[config.mk]
export PLATFORM = sky130hd
export DESIGN_NAME = freq_meas
export DESIGN_NICKNAME = d
export VERILOG_FILES = /design/src/rtl/freq_pkg.sv /design/src/rtl/freq_meas_edge_det.sv /design/src/rtl/freq_meas.sv
export SDC_FILE = /design/constraint.sdc
export NUM_CORES = 1
export LEC_CHECK = 0
export CAP_MARGIN = 30
export CORE_MARGIN = 5
export CORE_UTILIZATION = 55
export DETAILED_ROUTE_END_ITERATION = 16
export GPL_ROUTABILITY_DRIVEN = 0
export HOLD_SLACK_MARGIN = 0.02
export PLACE_DENSITY = 0.8
export SYNTH_ARGS = -nofsm -noshare
export SYNTH_HDL_FRONTEND = slang
export SYNTH_SLANG_ARGS = --single-unit
export TNS_END_PERCENT = 100
[constraint.sdc]
create_clock -name clk -period 3.6 [get_ports clk]
set_clock_uncertainty 0.15 [all_clocks]
set_input_delay 1.08 -clock clk [delete_from_list [all_inputs] [get_ports clk]]
set_output_delay 1.08 -clock clk [all_outputs]
set_load 0.005 [all_outputs]
[src/rtl/freq_pkg.sv]
// Shared types and default sizing for the frequency divider / measurement stages.
// Benches for freq_del pick up the same defaults from here.
package freq_pkg;

  typedef enum logic [1:0] {
    IDLE  = 2'd0,
    MEAS  = 2'd1,
    STALL = 2'd2
  } state_e;

  localparam int DEF_CNT_W   = 16;
  localparam int DEF_TIMEOUT = 1024;
  localparam int DEF_MCNT_W  = 8;

endpackage

[src/rtl/freq_meas_edge_det.sv]
// Registered-reference edge detector: rise/fall are combinational against the
// previous-cycle sample, so they are valid in the same cycle the input changes.
module edge_det (
  input  logic clk,
  input  logic reset,
  input  logic sig_in,
  output logic rise,
  output logic fall,
  output logic sig_d
);

  // NOTE: non-blocking assignment so every flop samples pre-edge values.
  always_ff @(posedge clk) begin
    if (reset) sig_d <= 1'b0;
    else       sig_d <= sig_in;
  end

  assign rise = sig_in & ~sig_d;
  assign fall = ~sig_in & sig_d;

endmodule

[src/rtl/freq_meas.sv]
// Measures period and high time of sig_in in clk cycles, counts measurements
// and flags a stall when no rising edge arrives within TIMEOUT cycles.
module freq_meas
  import freq_pkg::*;
#(
  parameter int CNT_W   = DEF_CNT_W,
  parameter int TIMEOUT = DEF_TIMEOUT,
  parameter int MCNT_W  = DEF_MCNT_W
) (
  input  logic              clk,
  input  logic              reset,
  input  logic              sig_in,
  output logic [CNT_W-1:0]  period,
  output logic [CNT_W-1:0]  high_time,
  output logic              valid,
  output logic              stall,
  output logic [MCNT_W-1:0] meas_cnt
);

  localparam logic [CNT_W-1:0] CNT_MAX   = '1;
  localparam logic [CNT_W-1:0] TIMEOUT_V = CNT_W'(TIMEOUT);

  logic             rise;
  logic             unused_fall;
  logic             unused_sig_d;
  logic [CNT_W-1:0] per_cnt;
  logic [CNT_W-1:0] hi_cnt;
  state_e           state;

  edge_det u_edge_det (
    .clk    (clk),
    .reset  (reset),
    .sig_in (sig_in),
    .rise   (rise),
    .fall   (unused_fall),
    .sig_d  (unused_sig_d)
  );

  // Counters reload to 1 on a rise because the rise cycle itself belongs to
  // the new period (and is high); they saturate instead of wrapping.
  always_ff @(posedge clk) begin
    if (reset) begin
      per_cnt <= '0;
      hi_cnt  <= '0;
    end else if (rise) begin
      per_cnt <= CNT_W'(1);
      hi_cnt  <= CNT_W'(1);
    end else begin
      if (per_cnt != CNT_MAX)          per_cnt <= per_cnt + 1'b1;
      if (sig_in && hi_cnt != CNT_MAX) hi_cnt  <= hi_cnt + 1'b1;
    end
  end

  always_ff @(posedge clk) begin
    if (reset) begin
      state     <= IDLE;
      period    <= '0;
      high_time <= '0;
      valid     <= 1'b0;
      stall     <= 1'b0;
      meas_cnt  <= '0;
    end else begin
      valid <= 1'b0;
      case (state)
        IDLE: begin
          if (rise) state <= MEAS;
        end
        MEAS: begin
          // A rise coinciding with the timeout is still a good measurement.
          if (rise) begin
            period    <= per_cnt;
            high_time <= hi_cnt;
            valid     <= 1'b1;
            meas_cnt  <= meas_cnt + 1'b1;
          end else if (per_cnt == TIMEOUT_V) begin
            stall <= 1'b1;
            state <= STALL;
          end
        end
        STALL: begin
          // The edge ending a stall has no valid reference, so it only re-arms.
          if (rise) begin
            stall <= 1'b0;
            state <= MEAS;
          end
        end
        default: state <= IDLE;
      endcase
    end
  end

endmodule

## Yosys cells after proc, flatten, opt, wreduce, memory -nomap -nowiden

Index checks and enable logic that the tools add are counted.

| word-level totals | value |
|---|---|
| register bits | 77 |
| input bits | 3 |
| output and inout bits | 42 |
| word-level logic and storage cells | 50 |

| cells by class | value |
|---|---|
| $add $sub $neg | 3 |
| eq/ne operators | 9 |
| multiplexer cells | 13 |
| bitwise gates (word level) | 3 |
| reductions and logical operators | 11 |

Operators with widths:

| cell | count |
|---|---|
| $add 16x1->16 const B | 2 |
| $ne 16x16->1 const B | 2 |
| $eq 16x11->1 const B | 1 |
| $add 8x1->8 const B | 1 |
| $mux 1 | 8 |
| $mux 2 | 3 |
| $ne 2x2->1 const B | 3 |
| $reduce_bool 2->1 | 3 |
| $reduce_or 2->1 | 3 |
| $pmux 2 s2 | 1 |
| $reduce_and 4->1 | 1 |
| $reduce_and 3->1 | 1 |
| $eq 2x1->1 const B | 1 |
| $eq 2x2->1 const B | 1 |
| $logic_not 2->1 | 1 |
| $ne 2x1->1 const B | 1 |
| $not 1->1 | 2 |
| $pmux 1 s2 | 1 |
| $reduce_and 2->1 | 1 |
| $and 1x1->1 | 1 |
| $logic_and 1x1->1 | 1 |

## Longest topological paths before layout

Gate-level depths: netlist (run 1).

| depth | value |
|---|---|
| depth after elaboration | 4 |
| depth in mapped cells | 6 |
| depth with buffers taken out | 5 |

## Modules after synthesis

Synthesis (run 1) repeated with hierarchy kept, for this count alone.

| unflattened totals | value |
|---|---|
| cell total of the unflattened synthesis | 412 |
| area total of the unflattened synthesis | 3367.0 µm² |

By module, submodules not included:

| module | instances | cells an instance | area each (µm²) |
|---|---|---|---|
| freq_meas | 1 | 408 | 3328.2 |
| edge_det | 1 | 4 | 38.8 |

## Least setup slack after synthesis (run 1)

No wires, ideal clock.

| timing path | value |
|---|---|
| kind | input-to-reg |
| start point | in sig_in |
| end point | reg period[7] |
| setup time | 0.070 ns |
| data arrival time | 2.254 ns |
| required time | 3.380 ns |
| setup slack | 1.126 ns |
| stages on the path | 6 |
| path buffers | 3 |
| path through | buf_2 -> nor4bb_1 -> clkbuf_1 -> clkbuf_1 -> nand2_1 -> a21oi_1 |

| between the ends | value |
|---|---|
| longest elaborated chain between the ends | 2 |

RTL lines:

| what | line | source |
|---|---|---|
| start: declaration | freq_meas.sv:12 | `input logic sig_in,` |
| $and 1x1->1 | freq_meas_edge_det.sv:18 | `assign rise = sig_in & ~sig_d;` |
| $reduce_and 2->1 (no line) | n/a |  |
| end signal: assignment | freq_meas.sv:71 | `period <= per_cnt;` |
| end: declaration | freq_meas.sv:13 | `output logic [CNT_W-1:0] period,` |

Every way passes these cells.
A chain may end at the register's enable or synchronous reset.

## Worst setup path in the final report (run 1)

| timing path | value |
|---|---|
| start point | in sig_in |
| end point | reg meas_cnt[4] |

| between the ends | value |
|---|---|
| longest elaborated chain between the ends | 2 |

RTL lines:

| what | line | source |
|---|---|---|
| $and 1x1->1 | freq_meas_edge_det.sv:18 |  |
| $reduce_and 2->1 (no line) | n/a |  |
| end signal: assignment | freq_meas.sv:74 | `meas_cnt <= meas_cnt + 1'b1;` |
| end: declaration | freq_meas.sv:17 | `output logic [MCNT_W-1:0] meas_cnt` |

Every way passes these cells.

==> metrics.yaml, run 1 <==
ys_warn_count: 0
num-nets-final: 445
pre_cts_slack_ns: 0.353
path_clk_slew_ns: 0.08
ff2ff_path_depth: 5
cts_setup_buffers: 0
vias: 3010
finish.utilization_pct: 68.6
area_delta_synth_final_pct: 21.6
cp_max_fo: 37
drc_errors: 0
synth_top_area_share_pct: 46.4
netlist_instances: 399
period_minus_slack_ns: 2.90
crit_path_end: "meas_cnt[4]$_SDFFE_PP0N_"
async_flop_share_pct: 0
rsz0062_at_grt: "false"
cts_tree: "built"
p_sw_mw: 0.357
finalPower_mw: 1.62
cts_root_buf: "clkbuf_8"
hold_viol: 0
ant_nets: 0
syn-cell-area_um2: 3320
track_usage_pct: 20.9
dpl.hpwl_um: 5110
hp-class: "register to register"
finalCritPeriodShare_pct: 80.6
combPwrFrac_pct: 4.2
cts_buffers: 9
holdWs_ns: 0.305
synth_flop_cell: "dfxtp_1"
tightestPinTransition_ns: 0.786
report.final.slew_viol_count: 0
postSynthAreaPerCell_um2: 8.32
initial_utilization_pct: 56.4
synthDistinctLibCells: 50
chipWidth_um: 87.7
die_h_um: 87.7
worstPathArrival_ns: 2.98
cts-htree-levels: 3
r2r_slack_ns: 1.23
dieArea_um2: 7690
drtIter0Drc: 172
p_int_mw: 1.26
p_leak_nw: 1.28
p_seq_share_pct: 53.7
outcome: "finished, final reports clean"
core-area_um2: 5890
vdd_drop_max_mv: 0.254
vias_per_cell: 5.81
worst_setup_path_end_kind: "register"
rows: 28
setup_tns_ns: 0
antenna_cells: 0
synth-edff-count: 0
clkSinkCount: 77
post_cts_resized: 0
max-clock-path-buffers: 2
seq_area_frac_synth_pct: 46.4
cts-hold-fix-buffers: 0
antenna_found_initial: 0
drive_gt1_share_pct: 7.00
clk_latency_ns: 0.34
startpoint: "sig_in"
grt_pass1_vias: 2919
worst_r2r_startpoint: "hi_cnt[0]$_SDFFE_PP0P_"
setup_viol: 0
gr-total-overflow: 0
synth_top_area_cell: "dfxtp_1"
grt_start_max_net_pins: 38
crit_type: "input port to register"
max_slew_margin_pct: 47.1
ioPinCount: 45
p_sw_share_pct: 22.1
powerDensity_nw_per_um2: 400
fmax_ghz: 0.345
drt-total-wl_um: 7440
grt_pass1_wl_um: 13100
syn_nets: 406
nFillCells: 464
synth.area.top_cells: "dfxtp_1 (46%), nand2_1 (9.6%), a21oi_1 (7.7%)"
r2r_end: "hi_cnt[0]$_SDFFE_PP0P_"
synth-seq-cells: 77
wl_per_cell_um: 14.4
cp-start-kind: "input port"
clkPwrFrac_pct: 42.1
drt_pass1_iterations: 4
port_buffers: 44
crit_required_ns: 3.67
worst_slack_ns: 0.699
drv_cap: 0
==> registers in the layout, indices dropped and copies added (netlist names) <==
signal	cells
per_cnt	16
hi_cnt	16
high_time	16
period	16
meas_cnt	8
u_edge_det.sig_d	1
state	2
stall	1
valid	1
==> how the worst min path moves through the flow <==
stage                          startpoint                    endpoint  slack, ns  cells after the start
2_1_floorplan   high_time[0]$_SDFFE_PP0N_   high_time[0]$_SDFFE_PP0N_       0.30                      2
3_3_place_gp    high_time[4]$_SDFFE_PP0N_   high_time[4]$_SDFFE_PP0N_       0.29                      2
3_5_place_dp   high_time[11]$_SDFFE_PP0N_  high_time[11]$_SDFFE_PP0N_       0.30                      2
4_1_cts        high_time[11]$_SDFFE_PP0N_  high_time[11]$_SDFFE_PP0N_       0.31                      2
5_1_grt         high_time[8]$_SDFFE_PP0N_   high_time[8]$_SDFFE_PP0N_       0.33                      2
6_report       high_time[11]$_SDFFE_PP0N_  high_time[11]$_SDFFE_PP0N_       0.30                      2
==> synth_stat cells (2+ instances only) <==
library cell  number
nand2_1           85
buf_2              4
o21a_1             3
a21oi_1           51
ha_1               4
nor4_1             7
o41ai_1            2
nor4b_1            2
nor4bb_1           2
or4_1              6
xnor2_1            5
and2_1             2
o31ai_1            8
or3_1             11
xor2_1             3
a211oi_1           4
o21ai_0           11
clkbuf_1          17
nor3_1            11
and3_1             3
nand4_1           10
nor2_1            18
and4_1             5
mux2i_1            3
inv_1              8
dfxtp_1           77
nand3_1           13
nor2b_1            2
==> kinds of logic (layout without fill, tap and decap cells) <==
kind of cell,Yosys count,after routing,share of synthesized area (%)
AO/OA/AOI/OAI,88,88,15.6
XOR/XNOR,8,8,2.11
adder cells (fa/ha/maj),4,4,1.51
buffers and inverters,30,74,3.58
flip-flops,77,77,46.4
multiplexers,4,4,1.24
AND/OR/NAND/NOR,188,188,29.5
==> cells in the final DEF (no fill, tap or decap), types with 10 or more instances in the layout <==
cell type,n
nand2_1,85
dfxtp_1,77
a21oi_1,51
clkdlybuf4s50_1,44
nor2_1,18
nand3_1,13
clkbuf_8,12
nor3_1,11
or3_1,11
o21ai_0,11
nand4_1,10
==> metrics by stage <==
| step | cell area (um2) | instances |
|---|---|---|
| after floorplan | 3320 | 399 |
| after global placement | 3820 | 502 |
| after detailed placement | 3820 | 502 |
| after CTS | 4040 | 518 |
| after global routing | 4040 | 518 |
| final | 4040 | 518 |
==> worst max-delay path: stages <==
cell and delay [ns]:
clkdlybuf4s50_1 0.74, nor4bb_4 0.36, buf_4 0.39, nand4_1 0.18, xor2_1 0.16, nor2_1 0.05
==> area by class of cell <==
cell class / count / area (um2) / area share, %
clock inverters: 3 / 42.5 / 1.05
well taps: 75 / 93.8 / 2.32
repair buffers: 50 / 485 / 12.0
multi-input cells: 292 / 1670 / 41.5
inverters: 8 / 30.0 / 0.744
clock buffers: 13 / 169 / 4.18
flip-flops and latches: 77 / 1540 / 38.2
==> power groups by stage <==
stage / Combinational, mW / Clock, mW / Sequential [mW]
2_1_floorplan: 0.0439 / 0 / 0.885
3_3_place_gp: 0.0647 / 0 / 0.887
3_5_place_dp: 0.0671 / 0 / 0.887
4_1_cts: 0.0680 / 0.695 / 0.867
5_1_grt: 0.0753 / 0.730 / 0.869
6_report: 0.0678 / 0.680 / 0.868
==> routing by layer <==
metal  vias up  global-route usage [%]  share of wire [%]
met1      1407                    25.5                 43
met2        78                    37.1                 51
met5         -                       0                  0
li1       1515                       -                  -
met4         0                    7.81                1.4
met3        10                    3.20                4.7
No activity file was read; power rests on OpenSTA's default activity.
==> inputs of run 2 (changes only) <==
--- a/config.mk
+++ b/config.mk
@@ -7,11 +7,11 @@
 export LEC_CHECK = 0
 export CAP_MARGIN = 30
 export CORE_MARGIN = 5
-export CORE_UTILIZATION = 55
+export CORE_UTILIZATION = 54
 export DETAILED_ROUTE_END_ITERATION = 16
 export GPL_ROUTABILITY_DRIVEN = 0
 export HOLD_SLACK_MARGIN = 0.02
-export PLACE_DENSITY = 0.8
+export PLACE_DENSITY = 0.79
 export SYNTH_ARGS = -nofsm -noshare
 export SYNTH_HDL_FRONTEND = slang
 export SYNTH_SLANG_ARGS = --single-unit
==> constraint.sdc (replaced) <==
create_clock -name clk -period 2.9 [get_ports clk]
set_clock_uncertainty 0.15 [all_clocks]
set_input_delay 0.87 -clock clk [delete_from_list [all_inputs] [get_ports clk]]
set_output_delay 0.87 -clock clk [all_outputs]
set_load 0.005 [all_outputs]
==> metrics.yaml, run 2 (synthesized netlist as in run 1, its figures left out) <==
port_buffers: 44  # unchanged
worst_r2r_startpoint: "hi_cnt[0]$_SDFFE_PP0P_"  # unchanged
cts_root_buf: "clkbuf_8"  # unchanged
core-area_um2: 5960  # was 5890 um2
area_delta_synth_final_pct: 24.0  # was 21.6%
post_cts_resized: 0  # unchanged
vdd_drop_max_mv: 0.336  # was 0.254 mV
max_slew_margin_pct: 54.0  # was 47.1%
period_minus_slack_ns: 2.48
drt_pass1_iterations: 4  # unchanged
layout_commonest_cell: "nand2_1"  # unchanged
finalCritPeriodShare_pct: 85.4
finalPower_mw: 2.09  # was 1.62 mW
clkSinkCount: 77  # unchanged
worstPathArrival_ns: 2.60  # was 2.98 ns
cp-start-kind: "input port"  # unchanged
grt_start_max_net_pins: 28  # was 38
rsz0062_at_grt: "false"  # unchanged
cts-hold-fix-buffers: 0  # unchanged
cts_buffers: 9  # unchanged
r2r_end: "hi_cnt[1]$_SDFFE_PP0P_"  # was hi_cnt[0]$_SDFFE_PP0P_
track_usage_pct: 19.9  # was 20.9%
num-nets-final: 451  # was 445
dieArea_um2: 7820  # was 7690 um2
cts_setup_buffers: 0  # unchanged
wl_per_cell_um: 14.0  # was 14.4 um
mostFrequentLayoutCells: "nand2_1 (85), dfxtp_1 (77), a21oi_1 (51)"  # unchanged
hp-class: "register to register"  # unchanged
path_clk_slew_ns: 0.07  # was 0.08 ns
drive_gt1_share_pct: 8.26  # was 7.00%
ioPinCount: 45  # unchanged
drtIter0Drc: 157  # was 172
ant_nets: 0  # unchanged
vias_per_cell: 5.68  # was 5.81
antenna_cells: 0  # unchanged
cts_tree: "built"  # unchanged
r2r_slack_ns: 0.61  # was 1.23 ns
gr-total-overflow: 0  # unchanged
min_from: "high_time[3]$_SDFFE_PP0N_"  # was high_time[11]$_SDFFE_PP0N_
whs_endpoint: "high_time[3]$_SDFFE_PP0N_"  # was high_time[11]$_SDFFE_PP0N_
tightestPinTransition_ns: 0.684  # was 0.786 ns
max-clock-path-buffers: 2  # unchanged
grt_pass1_wl_um: 12500  # was 13100 um
crit_type: "input port to register"  # unchanged
report.final.slew_viol_count: 0  # unchanged
cts-htree-levels: 3  # unchanged
ff2ff_path_depth: 6  # was 5
fmax_ghz: 0.404
drt-total-wl_um: 7320  # was 7440 um
chipWidth_um: 88.4  # was 87.7 um
powerDensity_nw_per_um2: 507  # was 400 nW/um2
setup_tns_ns: 0  # unchanged
setup_viol: 0  # unchanged
worst_setup_path_end_kind: "register"  # unchanged
cp_max_fo: 8  # was 37
die_h_um: 88.4  # was 87.7 um
crit_required_ns: 3.02  # was 3.67 ns
hold_viol: 0  # unchanged
dpl.hpwl_um: 5130  # was 5110 um
vias: 2969  # was 3010
rows: 28  # unchanged
initial_utilization_pct: 55.7  # was 56.4%
outcome: "finished, final reports clean"  # unchanged
clk_latency_ns: 0.34  # about the same
min_path_cells: 2  # unchanged
drv_cap: 0  # unchanged
grt_pass1_vias: 2820  # was 2919
p_leak_nw: 1.32  # was 1.28 nW
antenna_found_initial: 0  # unchanged
drc_errors: 0  # unchanged
[run 2: cell count changes in the layout (fill, tap and decap cells not counted), sizes merged]
cell,before,now
clkinv,1,0
clkbuf,13,12
buf,6,12
bufinv,1,2
[run 2: worst max-delay path by stage]
| stage | start | endpoint | slack [ns] | depth (start not counted) |
|---|---|---|---|---|
| CTS | sig_in | hi_cnt[15]$_SDFFE_PP0P_ | 0.44 | 5 |
| finish | sig_in | hi_cnt[15]$_SDFFE_PP0P_ | 0.42 | 5 |
| global placement | sig_in | hi_cnt[15]$_SDFFE_PP0P_ | 0.16 | 5 |
| global route | sig_in | hi_cnt[15]$_SDFFE_PP0P_ | 0.34 | 5 |
| detailed placement | sig_in | hi_cnt[15]$_SDFFE_PP0P_ | 0.07 | 5 |
| floorplan | sig_in | period[7]$_SDFFE_PP0N_ | 0.64 | 6 |
[run 2: worst max-delay path, cell delays in order]
cell	delay (ns)
clkdlybuf4s50_1	0.63
nand2_1	0.09
or4_4	0.44
or4_1	0.40
a21oi_1	0.17
[run 2: through the flow]
step | std cells | setup slack [ns] | hold slack, ns | utilization [%] | area [um2]
4_1_cts | 523 | 0.445 | 0.305 | 69.1 | 4120
3_3_place_gp | 508 | 0.155 | 0.291 | 65.2 | 3880
5_1_grt | 523 | 0.345 | 0.326 | 69.1 | 4120
3_5_place_dp | 508 | 0.0724 | 0.296 | 65.2 | 3880
6_report | 523 | 0.423 | 0.305 | 69.1 | 4120
2_1_floorplan | 399 | 0.636 | 0.303 | - | 3320
[run 2: area by class of cell]
| type | count | area, um2 |
|---|---|---|
| fill | 473 | 1840 |
| multi-input combinational | 292 | 1670 |
| sequential | 77 | 1540 |
| timing repair buffer | 56 | 543 |
| clock buffer | 12 | 165 |
| tap | 75 | 93.8 |
| clock inverter | 3 | 67.6 |
| inverter | 8 | 30.0 |
[run 2: layer usage]
| metal | wire length (um) | track usage [%] |
|---|---|---|
| met1 | 3220 | 24.0 |
| met2 | 3680 | 33.9 |
| met3 | 284 | 3.82 |
| met4 | 129 | 10.0 |
| met5 | 0 | 0 |
[run 2: where the power goes]
group | total, mW | internal, mW | switching [mW]
combinational | 0.0894 | 0.0355 | 0.0539
clock | 0.921 | 0.550 | 0.370
sequential | 1.08 | 1.07 | 0.0113
total | 2.09 | 1.65 | 0.436
